## src/rtl/lc4_div_pkg.sv

```systemverilog
`default_nettype none
// ============================================================================
//  Module   : lc4_div_pkg
//  Purpose  : Shared constants and FSM state encoding for the LC4 sequential
//             divider (lc4_divider_seq and its step datapath).
//  Contents : LC4_DIV_WIDTH - default operand/result width
//             div_state_e   - divider FSM states (IDLE / BUSY / DONE)
//  Revision : 1.0 - initial release
// ============================================================================
package lc4_div_pkg;

   localparam int LC4_DIV_WIDTH = 16;

   typedef enum logic [1:0] {
      ST_IDLE = 2'd0,
      ST_BUSY = 2'd1,
      ST_DONE = 2'd2
   } div_state_e;

endpackage : lc4_div_pkg
`default_nettype wire

```

## src/rtl/lc4_div_step.sv

```systemverilog
`default_nettype none
// ============================================================================
//  Module   : lc4_div_step
//  Purpose  : One combinational restoring shift-subtract division step.
//  Ports    : rem_in       [WIDTH-1:0] in  partial remainder before the step
//             dividend_bit             in  next dividend bit (MSB first)
//             divisor      [WIDTH-1:0] in  divisor
//             rem_out      [WIDTH-1:0] out partial remainder after the step
//             q_bit                    out quotient bit produced by the step
//  Revision : 1.0 - initial release
// ============================================================================
module lc4_div_step
   import lc4_div_pkg::*;
#(
   parameter int WIDTH = LC4_DIV_WIDTH
) (
   input  logic [WIDTH-1:0] rem_in,
   input  logic             dividend_bit,
   input  logic [WIDTH-1:0] divisor,
   output logic [WIDTH-1:0] rem_out,
   output logic             q_bit
);

   logic [WIDTH:0] shifted;
   logic [WIDTH:0] diff;

   always_comb begin
      shifted = {rem_in, dividend_bit};
      diff    = shifted - {1'b0, divisor};
      // rem_in < divisor holds between steps, so a set top bit of the shifted
      // value already guarantees shifted >= divisor; otherwise diff[WIDTH] is
      // the borrow of the WIDTH+1-bit subtraction.
      q_bit   = shifted[WIDTH] | ~diff[WIDTH];
      rem_out = q_bit ? diff[WIDTH-1:0] : shifted[WIDTH-1:0];
   end

endmodule : lc4_div_step
`default_nettype wire

```

## src/rtl/lc4_divider_seq.sv

```systemverilog
`default_nettype none
// ============================================================================
//  Module   : lc4_divider_seq
//  Purpose  : Sequential unsigned divider for the LC4 ALU (DIV / MOD results).
//             One restoring step per gwe-qualified clock, WIDTH steps per op.
//  Ports    : clk        in   clock, rising edge
//             rst_n      in   async active-low reset (released synchronously)
//             gwe        in   global write enable, 0 freezes all state
//             start      in   request a divide with current operands
//             cancel     in   abort (wins over start)
//             dividend   in   [WIDTH-1:0] unsigned dividend (rs)
//             divisor    in   [WIDTH-1:0] unsigned divisor (rt)
//             ready      out  a start can be accepted
//             done       out  results valid (high for the DONE cycle)
//             quotient   out  [WIDTH-1:0] registered quotient
//             remainder  out  [WIDTH-1:0] registered remainder
//  Config   : LC4_DIV_ZERO_FAST_EN - divisor 0 completes on the accepting edge
//  Revision : 1.0 - initial release
// ============================================================================
module lc4_divider_seq
   import lc4_div_pkg::*;
#(
   parameter int WIDTH = LC4_DIV_WIDTH
) (
   input  logic             clk,
   input  logic             rst_n,
   input  logic             gwe,
   input  logic             start,
   input  logic             cancel,
   input  logic [WIDTH-1:0] dividend,
   input  logic [WIDTH-1:0] divisor,
   output logic             ready,
   output logic             done,
   output logic [WIDTH-1:0] quotient,
   output logic [WIDTH-1:0] remainder
);

   localparam int CNT_W = $clog2(WIDTH + 1);

   // Reset synchronizer: assertion is immediate, release follows clk.
   logic [1:0] rst_sync_q;
   logic [1:0] rst_sync_d;
   logic       rst_int_n;

   assign rst_sync_d = {rst_sync_q[0], 1'b1};
   assign rst_int_n  = rst_sync_q[1];

   always_ff @(posedge clk or negedge rst_n) begin
      if (!rst_n) rst_sync_q <= 2'b00;
      else        rst_sync_q <= rst_sync_d;
   end

   div_state_e       state_q,     state_d;
   logic [CNT_W-1:0] cnt_q,       cnt_d;
   logic [WIDTH-1:0] dvd_q,       dvd_d;      // dividend in, quotient bits shift in at LSB
   logic [WIDTH-1:0] dvs_q,       dvs_d;
   logic [WIDTH-1:0] rem_q,       rem_d;      // partial remainder
   logic [WIDTH-1:0] quotient_q,  quotient_d;
   logic [WIDTH-1:0] remainder_q, remainder_d;

   logic [WIDTH-1:0] step_rem;
   logic             step_qbit;
   logic [WIDTH-1:0] step_quo;

   lc4_div_step #(.WIDTH(WIDTH)) u_step (
      .rem_in       (rem_q),
      .dividend_bit (dvd_q[WIDTH-1]),
      .divisor      (dvs_q),
      .rem_out      (step_rem),
      .q_bit        (step_qbit)
   );

   assign step_quo = (dvd_q << 1) | WIDTH'(step_qbit);

   always_comb begin
      state_d     = state_q;
      cnt_d       = cnt_q;
      dvd_d       = dvd_q;
      dvs_d       = dvs_q;
      rem_d       = rem_q;
      quotient_d  = quotient_q;
      remainder_d = remainder_q;

      if (gwe) begin
         if (cancel) begin
            state_d = ST_IDLE;
         end else begin
            case (state_q)
               ST_BUSY: begin
                  rem_d = step_rem;
                  dvd_d = step_quo;
                  cnt_d = cnt_q + CNT_W'(1);
                  if (cnt_q == CNT_W'(WIDTH - 1)) begin
                     state_d = ST_DONE;
                     if (dvs_q == '0) begin
                        quotient_d  = '0;
                        remainder_d = '0;
                     end else begin
                        quotient_d  = step_quo;
                        remainder_d = step_rem;
                     end
                  end
               end
               default: begin
                  // IDLE and DONE both accept a new operation.
                  state_d = ST_IDLE;
                  if (start) begin
                     dvd_d   = dividend;
                     dvs_d   = divisor;
                     cnt_d   = '0;
                     rem_d   = '0;
                     state_d = ST_BUSY;
`ifdef LC4_DIV_ZERO_FAST_EN
                     if (divisor == '0) begin
                        state_d     = ST_DONE;
                        quotient_d  = '0;
                        remainder_d = '0;
                     end
`endif
                  end
               end
            endcase
         end
      end
   end

   always_ff @(posedge clk or negedge rst_int_n) begin
      if (!rst_int_n) begin
         state_q     <= ST_IDLE;
         cnt_q       <= '0;
         dvd_q       <= '0;
         dvs_q       <= '0;
         rem_q       <= '0;
         quotient_q  <= '0;
         remainder_q <= '0;
      end else begin
         state_q     <= state_d;
         cnt_q       <= cnt_d;
         dvd_q       <= dvd_d;
         dvs_q       <= dvs_d;
         rem_q       <= rem_d;
         quotient_q  <= quotient_d;
         remainder_q <= remainder_d;
      end
   end

   assign ready     = (state_q != ST_BUSY);
   assign done      = (state_q == ST_DONE);
   assign quotient  = quotient_q;
   assign remainder = remainder_q;

endmodule : lc4_divider_seq
`default_nettype wire
```

## config.mk

```make
export PLATFORM = sky130hd
export DESIGN_NAME = lc4_divider_seq
export DESIGN_NICKNAME = d
export VERILOG_FILES = /design/src/rtl/lc4_div_pkg.sv /design/src/rtl/lc4_div_step.sv /design/src/rtl/lc4_divider_seq.sv
export SDC_FILE = /design/constraint.sdc
export NUM_CORES = 1
export LEC_CHECK = 0
export ABC_AREA = 1
export CORE_MARGIN = 3
export CORE_UTILIZATION = 50
export DETAILED_ROUTE_END_ITERATION = 12
export PLACE_DENSITY = 0.85
export REMOVE_ABC_BUFFERS = 1
export SLEW_MARGIN = 10
export SYNTH_ARGS = -nofsm -noshare
export SYNTH_HDL_FRONTEND = slang
export SYNTH_SLANG_ARGS = --single-unit
```

## constraint.sdc

```tcl
create_clock -name clk -period 6.4 [get_ports clk]
set_input_delay 0.64 -clock clk [delete_from_list [all_inputs] [get_ports clk]]
set_output_delay 0.64 -clock clk [all_outputs]
set_load 0.03 [all_outputs]
```

==> results of run 1 <==
-- power breakdown --
part	switching (mW)	total (mW)	internal, mW
Combinational	0.498	0.740	0.242
Clock	0.235	0.428	0.194
Sequential	0.0541	0.689	0.635
-- registers in the layout, indices dropped and copies added, names as in the netlist --
register	cells
cnt_q	5
dvd_q	16
dvs_q	16
quotient	16
rem_q	16
remainder	16
rst_sync_q	2
state_q	2
-- how the worst min path moves through the flow --
stage	startpoint	end	slack (ns)	depth (start not counted)
2_1_floorplan	rst_sync_q[0]	rst_sync_q[1]	0.33	0
3_3_place_gp	rst_sync_q[0]	rst_sync_q[1]	0.34	0
3_5_place_dp	rst_sync_q[0]	rst_sync_q[1]	0.35	0
4_1_cts	rst_sync_q[0]	rst_sync_q[1]	0.39	0
5_1_grt	rst_sync_q[0]	rst_sync_q[1]	0.39	0
6_report	rst_sync_q[0]	rst_sync_q[1]	0.39	0
-- final cells by class --
type / instances / area (µm²) / area share
Timing Repair Buffer: 72 / 716 / 0.120
Inverter: 108 / 405 / 0.0680
Multi-Input combinational cell: 423 / 2230 / 0.374
Clock buffer: 9 / 124 / 0.0208
Tap cell: 129 / 161 / 0.0271
Sequential cell: 89 / 2230 / 0.374
Clock inverter: 7 / 95.1 / 0.0160
-- logic make-up after synthesis --
family | after synthesis | share of synthesized area
AO/OA/AOI/OAI | 90 | 0.107
XOR/XNOR | 7 | 0.0124
adder cells (fa/ha/maj) | 19 | 0.0496
buffers and inverters | 126 | 0.101
flip-flops | 89 | 0.450
other | 1 | 0.000758
AND/OR/NAND/NOR | 306 | 0.279
-- per-layer routing --
layer  GRT usage  vias to the layer above
met5           0                        -
met3      0.0539                       25
li1            -                     2165
met4      0.0862                        0
met2       0.394                      166
met1       0.292                     2116
-- cell usage after synthesis (2+ instances only) --
master / number / area [µm²]
a21oi_1: 10 / 50.1
and2_1: 3 / 18.8
buf_1: 3 / 11.3
buf_2: 7 / 35.0
clkbuf_1: 7 / 26.3
clkinv_1: 2 / 7.51
dfrtp_1: 89 / 2230
ha_1: 18 / 225
inv_1: 102 / 383
inv_2: 4 / 15.0
nand2_1: 203 / 762
nand2_2: 9 / 56.3
nand3_1: 44 / 220
nand3_2: 4 / 40.0
nand3_4: 4 / 70.1
nand4_1: 15 / 93.8
nor2_1: 17 / 63.8
nor4_1: 2 / 12.5
o211ai_1: 15 / 113
o21ai_0: 57 / 285
o22ai_1: 2 / 12.5
xnor2_1: 4 / 35.0
xor2_1: 3 / 26.3
-- stage by stage --
stage / instances / hold slack, ns / setup slack [ns] / total power [mW]
6_report: 837 / 0.387 / 3.16 / 1.86
4_1_cts: 837 / 0.388 / 3.23 / 1.86
3_3_place_gp: 821 / 0.344 / 2.95 / 1.40
2_1_floorplan: 620 / 0.331 / 3.47 / 1.24
5_1_grt: 837 / 0.395 / 2.91 / 1.99
3_5_place_dp: 821 / 0.353 / 2.87 / 1.43
-- worst max-delay path: stages --
cell and delay, ns:
clkdlybuf4s50_1 0.50, nand2_1 0.13, nor2_2 0.70, nand2_2 0.67, a31oi_4 0.66, nand3_1 0.15, nand2_1 0.09
==> impl_metrics.toml, run 1 <==
[outcome]
status = "finished clean"

[synthesis]
synth_flop_cell = "dfrtp_1"
syn_area_per_cell_um2 = 7.75
synth-edff-count = 0
async_flop_share = 1.00
seq_area_frac_synth = 0.450
ys_seq_elements = 89
ys_warn_count = 0
syn_area_um2 = 4950
netlist_instances = 638
ys_types = 37

[timing]
hold_viol = 0
worstMarginPinSlew_ns = 1.11
setup-violations-final = 0
tns_ns = 0
drv_slew = 0
period_share = 0.507
period_needed_ns = 3.24
max_freq_mhz = 308
max-slew-margin-rel = 0.260
skew_ns = 0.00930
rsz0062_at_grt = "no"

[setup_path]
critPathLaunchType = "input port"
rrSetupSlack_ns = 3.43
crit_required_ns = 6.71
crit_end = "remainder[1]"
reg2reg_to = "remainder[1]"
cp.arrival_ns = 3.55
end_kind = "flip-flop"
crit_fanout = 35
reg2regPathDepth = 7
critPathKind = "in -> reg"
r2r_start = "state_q[1]"
cp-startpoint = "gwe"

[cells_and_area]
n_antenna_cell = 0
layout-drive-gt1-share = 0.0692
nNetsFinal = 759
final_cell_mix = "nand2_1 (203), inv_1 (102), dfrtp_1 (88), clkdlybuf4s50_1 (70), o21ai_0 (57)"
design_area_um2 = 5960
fillers = 783
syn_to_final_growth_pct = 20.5
layout_commonest_cell = "nand2_1"
final_util = 0.633

[clocking]
clk_pin_slew_ns = 0.10
cts_resized = 0
root_buffer = "clkbuf_8"
postCtsSetupBuffers = 0
cts.hold.buffers_added = 0
cts_buffers = 9
cts_buffer_depth = 2
cts_tree = "yes"
cts_max_level = 3
cts_sinks = 89
clk_latency_ns = 0.37

[global_routing]
groute.usage.overall = 0.234
grt_max_degree = 88
grt_pass1_wl_mm = 20.9
grt_pass1_vias = 4422
antenna_found_initial = 0
grt.overflow.total = 0

[placement]
placedInstanceArea_um2 = 5740
io_buffers = 70
gp_congestion = 0.915
dpl.hpwl_mm = 8.96

[routing]
first_pass_iters = 5
wl_met3_um = 826
top_layer = "met4"
wl_met2_mm = 6.20
vias = 4472
drc_errors = 0
viasPerCell = 5.34
wl_mm = 12.4
avgRoutedWirePerCell_um = 14.8
drt_iter0_markers = 357
postRouteAntennaNets = 0
drt-met1-wl_mm = 5.05

[floorplanning]
die_h_um = 105
die_area_um2 = 11100
num_io_pins = 71
core-area_um2 = 9420
start_util = 0.525
fp-row-count = 35
die_w_um = 105

[power_and_ir_drop]
power.density_nw_per_um2 = 312
ir_worst_vdd_v = 0.000194
static-leakage-power_nw = 2.99

[run]
drv_cap = 0

[worst_hold_path]
hold_path.class = "reg -> reg"
Power figures use the tool's default switching activity.
==> inputs of run 2 (changes only) <==
==> constraint.sdc (replaced) <==
create_clock -name clk -period 3.32 [get_ports clk]
set_input_delay 0.332 -clock clk [delete_from_list [all_inputs] [get_ports clk]]
set_output_delay 0.332 -clock clk [all_outputs]
set_load 0.03 [all_outputs]
==> impl_metrics.toml, run 2 (synthesis results as in run 1) <==
[global_routing]
use_met2 = 0.382
grt_pass1_wl_mm = 20.6
grt_pass1_vias = 4409
grt_max_degree = 88
groute.usage.overall = 0.229
grt-busiest-layer = "met2"
antenna_found_initial = 0
grt.overflow.total = 0
use_met1 = 0.288
met3_usage = 0.0521

[power_and_ir_drop]
power.density_nw_per_um2 = 588
ir_worst_vdd_v = 0.000369
static-leakage-power_nw = 3.00
total_power_mw = 3.51

[setup_path]
cp_top_family = "simple AND/OR/NAND/NOR gates"
critPathLaunchType = "flip-flop"
crit_slowest_cell = "dfrtp_1"
critPathBufInv = 1
end_kind = "flip-flop"
crit_fanout = 18
path_cells = "ha_1 -> nand2_1 -> nand2_1 -> nand2_1 -> nand2_1 -> a21oi_4 -> nand3_4 -> inv_2 -> nand2_1 -> nand3_1 -> nand2_1"
crit_required_ns = 3.57
crit_path_max_incr_delay_ns = 0.42
critPathKind = "reg -> reg"
path_common_cell = "nand2_1"
cp.arrival_ns = 2.58

[placement]
dpl.hpwl_mm = 9.12
gp_congestion = 0.934
post-place-cells = 825
io_buffers = 70

[run]
drv_cap = 0

[timing]
max-slew-margin-rel = 0.239
tns_ns = 0
setup-violations-final = 0
max_freq_mhz = 429
period_share = 0.701
rsz0062_at_grt = "no"
worstMarginPinSlew_ns = 1.14
skew_ns = 0.0110
hold_viol = 0
period_needed_ns = 2.33
drv_slew = 0
hold_ws_ns = 0.116

[floorplanning]
die_w_um = 105
start_util = 0.525
die_h_um = 105
num_io_pins = 71
die_area_um2 = 11100
fp-row-count = 35
core-area_um2 = 9420

[cells_and_area]
syn_to_final_growth_pct = 20.8
stdcell_count = 841
n_antenna_cell = 0
layout-drive-gt1-share = 0.0730
final_cell_mix = "nand2_1 (203), inv_1 (102), dfrtp_1 (88), clkdlybuf4s50_1 (70), o21ai_0 (57)"
nNetsFinal = 763
layout_commonest_cell = "nand2_1"

[clocking]
cts.hold.buffers_added = 0
postCtsSetupBuffers = 0
clk_pin_slew_ns = 0.10
cts_buffer_depth = 2
cts_buffers = 9
cts_sinks = 89
cts_tree = "yes"
cts_resized = 0
cts_max_level = 3
clk_latency_ns = 0.37
root_buffer = "clkbuf_8"

[routing]
viasPerCell = 5.19
avgRoutedWirePerCell_um = 14.6
vias = 4363
first_pass_iters = 5
postRouteAntennaNets = 0
drc_errors = 0
drt_iter0_markers = 288
wl_mm = 12.3

[worst_hold_path]
hold_path.class = "in -> async"

[outcome]
status = "finished clean"
run 2: changes by cell type in the layout (fill, tap and decap cells not counted):
cell	delta
inv_8	-1
clkinv_4	+3
buf_4	+4
clkbuf_1	+1
inv_6	-2
clkinv_8	-1
run 2: stage by stage:
stage	util	cell area [µm²]	setup WS [ns]
floorplan	-	4850	0.388
global placement	0.613	5770	1.11
detailed placement	0.613	5770	1.04
CTS	0.635	5970	1.01
global route	0.635	5970	0.785
finish	0.635	5970	0.992
run 2: layout make-up:
class	count	area [µm²]
fill	802	3440
sequential	89	2230
clock inverter	6	76.3
clock buffer	10	128
timing repair buffer	76	746
tap	129	161
multi-input combinational	423	2230
inverter	108	405
run 2: path summary, 6_finish.rpt:
path	startpoint	endpoint	slack, ns	cells after the start
max	rem_q[12]	remainder[9]	0.99	11
min	rst_n	rst_sync_q[0]	0.12	1
max reg2reg	rem_q[12]	remainder[9]	0.99	11
min reg2reg	rst_sync_q[0]	rst_sync_q[1]	0.37	0
max in group asynchronous	rst_sync_q[1]	dvd_q[3]	2.01	0
min in group clk	rst_sync_q[0]	rst_sync_q[1]	0.37	0
run 2: worst reg2reg max path: cells and delay by family (launching register included):
kind	cells	cell delay, ns
simple gates	8	0.90
fa+ha+maj	1	0.36
flops	1	0.42
compound gates	1	0.29
buf+inv	1	0.25
run 2: layer usage:
| layer | share of wire | up-vias |
|---|---|---|
| met2 | 0.49 | 140 |
| met5 | 0 | - |
| met3 | 0.051 | 31 |
| met1 | 0.43 | 2037 |
| met4 | 0.027 | 0 |
| li1 | - | 2155 |
run 2: power by group:
| part | total, mW | internal, mW | switching [mW] |
|---|---|---|---|
| logic | 1.41 | 0.469 | 0.940 |
| registers | 1.33 | 1.22 | 0.105 |
| clock network | 0.775 | 0.360 | 0.414 |
| total | 3.51 | 2.05 | 1.46 |
==> inputs of run 3 (changes only) <==
==> constraint.sdc (replaced) <==
create_clock -name clk -period 2.3 [get_ports clk]
set_input_delay 0.23 -clock clk [delete_from_list [all_inputs] [get_ports clk]]
set_output_delay 0.23 -clock clk [all_outputs]
set_load 0.03 [all_outputs]
==> impl_metrics.toml, run 3 (synthesis results as in run 1) <==
[setup_path]
critPathKind = "reg -> reg"
path_common_cell = "nand2_2"
crit_end = "remainder[4]"
reg2reg_to = "remainder[4]"
cp-startpoint = "dvd_q[15]"
crit_required_ns = 2.56
cp_top_family = "simple AND/OR/NAND/NOR gates"
crit_slowest_cell = "fa_2"
crit_fanout = 10
reg2regPathDepth = 14
crit_cells = 14
crit_path_max_incr_delay_ns = 0.36
critPathLaunchType = "flip-flop"
rrSetupSlack_ns = 0.15
end_kind = "flip-flop"
critPathBufInv = 3
path_cells = "inv_1 -> ha_1 -> fa_2 -> inv_1 -> nand2_1 -> nand2_2 -> nand3_1 -> nand2_2 -> nand2_4 -> nand3_4 -> buf_4 -> nand2_2 -> nand3_1 -> nand2_1"
r2r_start = "dvd_q[15]"
cp.arrival_ns = 2.41

[global_routing]
grt_pass1_wl_mm = 21.2
grt_max_degree = 51
grt_pass1_vias = 4564
groute.usage.overall = 0.237
antenna_found_initial = 0
grt.overflow.total = 0

[routing]
first_pass_iters = 5
postRouteAntennaNets = 0
vias = 4500
viasPerCell = 5.28
avgRoutedWirePerCell_um = 14.6
drc_errors = 0
wl_mm = 12.4
drt_iter0_markers = 330

[clocking]
clk_pin_slew_ns = 0.10
cts_tree = "yes"
cts_sinks = 89
cts_buffer_depth = 2
clk_latency_ns = 0.38
root_buffer = "clkbuf_8"
cts_max_level = 3
cts_buffers = 9

[cells_and_area]
final_cell_mix = "nand2_1 (202), inv_1 (102), dfrtp_1 (88), clkdlybuf4s50_1 (70), o21ai_0 (57)"
nNetsFinal = 774
layout-drive-gt1-share = 0.0885
n_antenna_cell = 0
syn_to_final_growth_pct = 23.3
layout_commonest_cell = "nand2_1"
design_area_um2 = 6100

[timing]
max-slew-margin-rel = 0.654
rsz0062_at_grt = "no"
setup-violations-final = 0
worstMarginPinSlew_ns = 0.519
skew_ns = 0.0180
period_share = 0.935
hold_viol = 0
max_freq_mhz = 465
drv_slew = 0
period_needed_ns = 2.15

[worst_hold_path]
hold_path.class = "reg -> async"

[floorplanning]
die_w_um = 105
start_util = 0.525
fp-row-count = 35
core-area_um2 = 9420
die_h_um = 105
die_area_um2 = 11100
num_io_pins = 71

[power_and_ir_drop]
power.density_nw_per_um2 = 863
static-leakage-power_nw = 3.07
total_power_mw = 5.27
ir_worst_vdd_v = 0.000443

[run]
drv_cap = 0

[placement]
gp_congestion = 0.894
io_buffers = 70
dpl.hpwl_mm = 9.04
placedInstanceArea_um2 = 5830

[outcome]
status = "finished clean"
run 3: timing repair:
action	in CTS	in global routing
hold buffers	1	0
setup buffers	2	2
gates cloned	0	1
pin swaps	0	1
setup endpoints to repair	12	29
gates resized for setup	0	2
hold endpoints to repair	2	0
run 3: metrics by stage:
stage               setup WS, ns  TNS, ns  std cells  hold WS (ns)  utilization
detailed placement       -0.0243  -0.0376        830         0.324        0.620
global placement          0.0877        0        830         0.315        0.620
CTS                       0.0432        0        849         0.323        0.645
floorplan                 -0.632   -40.78        620       -0.0656            -
finish                     0.150        0        852         0.305        0.648
global route             0.00982        0        852         0.357        0.648
run 3: cell type report:
type	count	area, µm²
Timing Repair Buffer	86	861
Sequential cell	89	2230
Fill cell	771	3310
Clock buffer	10	128
Clock inverter	6	73.8
Multi-Input combinational cell	424	2240
Tap cell	129	161
Inverter	108	405
run 3: how the worst min path moves through the flow:
stage / to / slack, ns / cells past startpoint
finish: dvd_q[13] / 0.31 / 0
CTS: dvd_q[13] / 0.32 / 0
detailed placement: quotient[14] / 0.32 / 0
global route: quotient[13] / 0.36 / 0
floorplan: rst_sync_q[0] / -0.07 / 0
global placement: quotient[14] / 0.31 / 0
run 3: where the power goes:
part	leakage (nW)	switching [mW]	internal, mW
clock	0.102	0.611	0.519
sequential	1.18	0.136	1.77
combinational	1.80	1.43	0.801
total	3.07	2.18	3.09
run 3: per-layer routing:
metal  global-route usage  part of all wire  wire length (µm)
met5                    0                 0                 0
met4                0.134             0.047               580
met3               0.0380             0.055               690
met2                0.394              0.49              6040
met1                0.291              0.41              5130
run 3: worst register-to-register path: stages (launching register included):
cell and delay [ns]:
dfrtp_1 0.34, inv_1 0.08, ha_1 0.21, fa_2 0.36, inv_1 0.08, nand2_1 0.06
nand2_2 0.08, nand3_1 0.08, nand2_2 0.11, nand2_4 0.12, nand3_4 0.14, buf_4 0.15
nand2_2 0.05, nand3_1 0.12, nand2_1 0.07
